File: src/rtl/Pkg_Global.sv
// Global constants shared across blocks.
// LENGTH is the default shift-register word width used by shift_ctrl.
package Pkg_Global;

  localparam int LENGTH = 8;

endpackage

File: src/rtl/shift_ctrl.sv
// shift_ctrl: serial-to-parallel capture controller.
//
// A start request clears the shift register and bit counter and enters SHIFT.
// In SHIFT, every cycle with bin_valid=1 shifts bin into the LSB, so the first
// accepted bit ends up at the MSB. After WIDTH accepted bits the word is
// complete and a one-cycle done pulse is issued. abort cancels a capture in
// progress without a done pulse and leaves the partial word visible.
//
// Optional feature macro: SHIFT_CTRL_PARITY_EN
//   Defined   : a PAR state follows SHIFT and accepts one extra valid bit as
//               even parity; parity_err reports (^data_out) ^ parity_bit in
//               the DONE cycle and stays until the next start.
//   Undefined : no PAR state, parity_err is tied to 0, same port list.
module shift_ctrl #(
  parameter int WIDTH = Pkg_Global::LENGTH
) (
  input  logic             clk,
  input  logic             rst,
  input  logic             start,
  input  logic             abort,
  input  logic             bin,
  input  logic             bin_valid,
  output logic [WIDTH-1:0] data_out,
  output logic             busy,
  output logic             done,
  output logic             parity_err
);

  // Counter must be able to hold the value WIDTH itself.
  localparam int CNT_W = $clog2(WIDTH + 1);
  localparam logic [CNT_W-1:0] CNT_MAX  = CNT_W'(WIDTH);
  localparam logic [CNT_W-1:0] CNT_LAST = CNT_W'(WIDTH - 1);

  typedef enum logic [1:0] {
    IDLE  = 2'd0,
    SHIFT = 2'd1,
`ifdef SHIFT_CTRL_PARITY_EN
    PAR   = 2'd2,
`endif
    DONE  = 2'd3
  } state_t;

  state_t           state;
  state_t           state_nxt;
  logic [WIDTH-1:0] shreg;
  logic [WIDTH-1:0] shreg_nxt;
  logic [CNT_W-1:0] cnt;
  logic [CNT_W-1:0] cnt_nxt;
  logic             busy_q;
  logic             done_q;
  logic             busy_nxt;
  logic             done_nxt;
`ifdef SHIFT_CTRL_PARITY_EN
  logic             perr_q;
  logic             perr_nxt;
`endif

  // Append one serial bit at the LSB; older bits move toward the MSB.
  function automatic logic [WIDTH-1:0] shift_in(input logic [WIDTH-1:0] r,
                                                input logic             b);
    return {r[WIDTH-2:0], b};
  endfunction

  // Next-state, next register/counter and next registered status flags.
  always_comb begin
    state_nxt = state;
    shreg_nxt = shreg;
    cnt_nxt   = cnt;
`ifdef SHIFT_CTRL_PARITY_EN
    perr_nxt  = perr_q;
`endif

    case (state)
      IDLE: begin
        if (start) begin
          state_nxt = SHIFT;
          shreg_nxt = '0;
          cnt_nxt   = '0;
`ifdef SHIFT_CTRL_PARITY_EN
          perr_nxt  = 1'b0;
`endif
        end
      end

      SHIFT: begin
        // abort wins over a valid bit in the same cycle; that bit is dropped.
        if (abort) begin
          state_nxt = IDLE;
        end else if (bin_valid) begin
          shreg_nxt = shift_in(shreg, bin);
          cnt_nxt   = cnt + 1'b1;
          if (cnt == CNT_LAST) begin
`ifdef SHIFT_CTRL_PARITY_EN
            state_nxt = PAR;
`else
            state_nxt = DONE;
`endif
          end
        end
      end

`ifdef SHIFT_CTRL_PARITY_EN
      PAR: begin
        // The parity bit is checked against the word but never stored in it.
        if (abort) begin
          state_nxt = IDLE;
        end else if (bin_valid) begin
          perr_nxt  = (^shreg) ^ bin;
          state_nxt = DONE;
        end
      end
`endif

      DONE: begin
        // A start here is honoured immediately, giving back-to-back captures.
        if (start) begin
          state_nxt = SHIFT;
          shreg_nxt = '0;
          cnt_nxt   = '0;
`ifdef SHIFT_CTRL_PARITY_EN
          perr_nxt  = 1'b0;
`endif
        end else begin
          state_nxt = IDLE;
        end
      end

      default: begin
        state_nxt = IDLE;
      end
    endcase

    // Status flags are decoded from the next state and then registered so
    // the outputs come straight from flops and cannot glitch.
    busy_nxt = (state_nxt == SHIFT);
`ifdef SHIFT_CTRL_PARITY_EN
    busy_nxt = busy_nxt | (state_nxt == PAR);
`endif
    done_nxt = (state_nxt == DONE);
  end

  // State, datapath and status registers; reset discards any partial word.
  always_ff @(posedge clk or posedge rst) begin
    if (rst) begin
      state  <= IDLE;
      shreg  <= '0;
      cnt    <= '0;
      busy_q <= 1'b0;
      done_q <= 1'b0;
    end else begin
      state  <= state_nxt;
      shreg  <= shreg_nxt;
      cnt    <= cnt_nxt;
      busy_q <= busy_nxt;
      done_q <= done_nxt;
    end
  end

`ifdef SHIFT_CTRL_PARITY_EN
  // Parity result register, valid from the DONE cycle until the next start.
  always_ff @(posedge clk or posedge rst) begin
    if (rst) begin
      perr_q <= 1'b0;
    end else begin
      perr_q <= perr_nxt;
    end
  end

  assign parity_err = perr_q;
`else
  assign parity_err = 1'b0;
`endif

  assign data_out = shreg;
  assign busy     = busy_q;
  assign done     = done_q;

  // Structural invariants of the controller.
  a_cnt_bound: assert property (@(posedge clk) disable iff (rst)
    cnt <= CNT_MAX);

  a_done_not_busy: assert property (@(posedge clk) disable iff (rst)
    !(done_q && busy_q));

  a_done_is_state: assert property (@(posedge clk) disable iff (rst)
    done_q == (state == DONE));

endmodule
File: config.mk
export PLATFORM = sky130hd
export DESIGN_NAME = shift_ctrl
export DESIGN_NICKNAME = d
export VERILOG_FILES = /design/src/rtl/Pkg_Global.sv /design/src/rtl/shift_ctrl.sv
export SDC_FILE = /design/constraint.sdc
export NUM_CORES = 1
export LEC_CHECK = 0
export CORE_MARGIN = 2
export CORE_UTILIZATION = 59
export DETAILED_ROUTE_END_ITERATION = 10
export DONT_BUFFER_PORTS = 1
export PLACE_DENSITY = 0.83
export SKIP_LAST_GASP = 1
export SYNTH_ARGS = -nofsm -noshare
export SYNTH_HDL_FRONTEND = slang
export SYNTH_SLANG_ARGS = --single-unit
File: constraint.sdc
create_clock -name clk -period 2 [get_ports clk]
set_clock_uncertainty 0.2 [all_clocks]
set_input_delay 0.5 -clock clk [delete_from_list [all_inputs] [get_ports clk]]
set_output_delay 0.5 -clock clk [all_outputs]
set_load 0.01 [all_outputs]
==> reports/metrics.yaml <==
synth:
  syn_nets: 95
  synth_top_area_share: 0.468
  synth_seq_area_share: 0.468
  synth_cells: 84
  syn-mean-instance-area_um2: 10.2
  synth_seq_cells: 16
  synthesis.area_um2: 856
  yosysUniqueCellTypes: 26
  synth_warnings: 0
  synthTopCellsByArea: "dfrtp_1 47%, mux2i_1 15%, ha_1 7.3%"
  synth_largest_area_cell: "dfrtp_1"
clock_tree:
  h-tree-depth: 1
  clockBufferDepth: 2
  clock-sinks: 16
  cts.repair.resized: 0
  cts_tree: "built"
  clkTransAtPathRegs_ns: 0.09
  cts_made_buffers: 3
  clock_latency_ns: 0.27
  ctsRootBufferMaster: "clkbuf_4"
worst_setup_path:
  critical-path-max-stage-delay_ns: 0.44
  crit_fanout: 11
  crit_start: "state[0]"
  arrival_ns: 1.85
  end_kind: "flip-flop"
  crit_required_ns: 2.00
  cpMostUsedCell: "mux2i_1"
  cp_slowest_cell: "dfrtp_1"
  start_kind: "flip-flop"
  worstPathCellList: "inv_1 -> ha_1 -> mux2i_1 -> a21oi_2 -> buf_4 -> mux2i_1"
  crit_type: "flip-flop to flip-flop"
  rr_startpoint: "state[0]"
place:
  gp_congestion: 0.782
  dpl.hpwl_um: 1000
  numPortBuffers: 0
grt:
  grt_max_degree: 17
  grt_pass1_wl_um: 2340
  antenna_found_initial: 0
  grt_pass1_vias: 561
  overflow: 0
  gr-usage-all-layers: 0.175
status:
  status: "finished clean"
power_and_ir_drop:
  power_density_nw_per_um2: 1270
  peakVddDrop_uv: 693
  p_leak_uw: 0.000443
route:
  viasPerCell: 5.78
  vias: 590
  drcViolationCount: 0
  wl_per_cell_um: 13.3
  ant_nets: 0
  drt-initial-drc-count: 19
  first_pass_iters: 4
  routed_wl_um: 1360
final_layout:
  fin_nets: 100
  n_antenna_cell: 0
  fillCellCount: 114
  area_growth_pct: 4.97
  drive_gt1_frac: 0.0690
sta:
  fin_tns_setup_ns: 0
  fin_crit_ns: 1.85
  fin_hold_ws_ns: 0.164
  final_max_slew_viol_count: 0
  worst_pin_slew_ns: 0.593
  rsz0062_at_grt: "no"
  clock.fmax_ghz: 0.540
  slew_headroom: 0.604
  setup_viol: 0
  hold_viol_final: 0
  period_share: 0.926
die:
  num_io_pins: 17
  num_rows: 13
  die-area_um2: 1770
  core-area_um2: 1330
  start_util: 0.642
  die_w_um: 42.1
  die_y_um: 42.1
min_path:
  hp-class: "input pin to flip-flop"
  min-delay-start: "bin"
run:
  max_cap_viol_count: 0
-- critical path: cells and delay by family, from the launching register on --
family,cells,cell delay (ns)
adders and majority gates,1,0.33
muxes,2,0.36
DFF,1,0.44
buffers and inverters,2,0.32
AOI/OAI and AO/OA,1,0.13
-- metrics by stage --
| stage | total power, µW | instances | setup WS [ns] | cell area (µm²) | util |
|---|---|---|---|---|---|
| after floorplan | 898 | 84 | 0.263 | 856 | - |
| after global placement | 964 | 98 | 0.248 | 866 | 0.649 |
| after detailed placement | 980 | 98 | 0.169 | 866 | 0.649 |
| after CTS | 1140 | 102 | 0.141 | 898 | 0.674 |
| after global routing | 1230 | 102 | 0.0425 | 898 | 0.674 |
| final | 1140 | 102 | 0.147 | 898 | 0.674 |
-- cells in the final DEF (no fill, tap or decap) --
cell / netlist / final
a21boi_1: 1 / 1
inv_1: 16 / 16
and2b_1: 1 / 1
nand4_1: 1 / 1
o22ai_1: 2 / 2
dfrtp_1: 16 / 16
and4b_1: 1 / 1
a221oi_1: 1 / 1
ha_1: 5 / 5
conb_1: 1 / 1
nand2b_1: 1 / 1
a21oi_2: 1 / 1
a21o_1: 1 / 1
clkbuf_4: 0 / 3
nor2_1: 1 / 1
nand2_1: 11 / 11
dlygate4sd3_1: 0 / 1
mux2i_1: 13 / 13
o21ai_0: 1 / 1
a311oi_1: 1 / 1
nand3_1: 2 / 2
buf_4: 1 / 2
nor4bb_1: 1 / 1
o211ai_1: 1 / 1
and3b_1: 1 / 1
o21ai_1: 1 / 1
-- flip-flops by register name, summed over array words and instances (netlist names) --
signal,flops
state,2
busy,1
cnt,4
data_out,8
done,1
-- cell type report --
type                    count  area, µm²  share of cell area
inverters                  16       60.1              0.0669
well taps                  15       18.8              0.0209
multi-input cells          49        372               0.414
flip-flops and latches     16        400               0.446
repair buffers              3       25.0              0.0279
clock buffers               3       22.5              0.0251
-- per-layer routing --
metal | global-route usage | routed length, µm
met5 | 0 | 0
met4 | 0.0750 | 5
met3 | 0.0474 | 93
met2 | 0.263 | 605
met1 | 0.240 | 653
-- cells by family (layout without fill, tap and decap cells) --
| group | after synthesis | count (layout) | share of synthesized area |
|---|---|---|---|
| DFF | 16 | 16 | 0.468 |
| and+or+nand+nor | 20 | 20 | 0.121 |
| adders and majority gates | 5 | 5 | 0.0731 |
| AOI/OAI and AO/OA | 10 | 10 | 0.0833 |
| muxes | 13 | 13 | 0.152 |
| other | 1 | 1 | 0.00438 |
| buffers and inverters | 19 | 22 | 0.0980 |
-- synthesized netlist by cell type, drive strengths merged --
cell,count
o21ai,2
conb,1
nand3,2
nand4,1
inv,16
a311oi,1
o211ai,1
o22ai,2
a221oi,1
buf,3
a21boi,1
nand2b,1
a21o,1
and3b,1
and2b,1
ha,5
a21oi,1
nor4bb,1
mux2i,13
nand2,11
nor2,1
dfrtp,16
and4b,1
-- power by group --
group	leakage [µW]	total, µW	switching, µW	internal [µW]
Sequential	0.000212	542	121	422
Combinational	0.000217	435	239	197
Clock	0.0000138	161	91.4	69.7
-- final timing paths --
check                      cells after the start     endpoint  slack (ns)
setup / recovery                               6  data_out[5]        0.15
hold reg to reg                                1       cnt[2]        0.31
hold / removal                                 2  data_out[0]        0.16
max in group asynchronous                      2  data_out[7]        0.69
setup reg to reg                               6  data_out[5]        0.15
min in group asynchronous                      2     state[1]        0.52
-- what timing repair did --
item | in CTS | in global routing
endpoints found under the hold margin | 16 | 0
buffers inserted | 0 | 0
hold buffers | 1 | 0
Note: power is estimated with default switching activity, not from simulation.
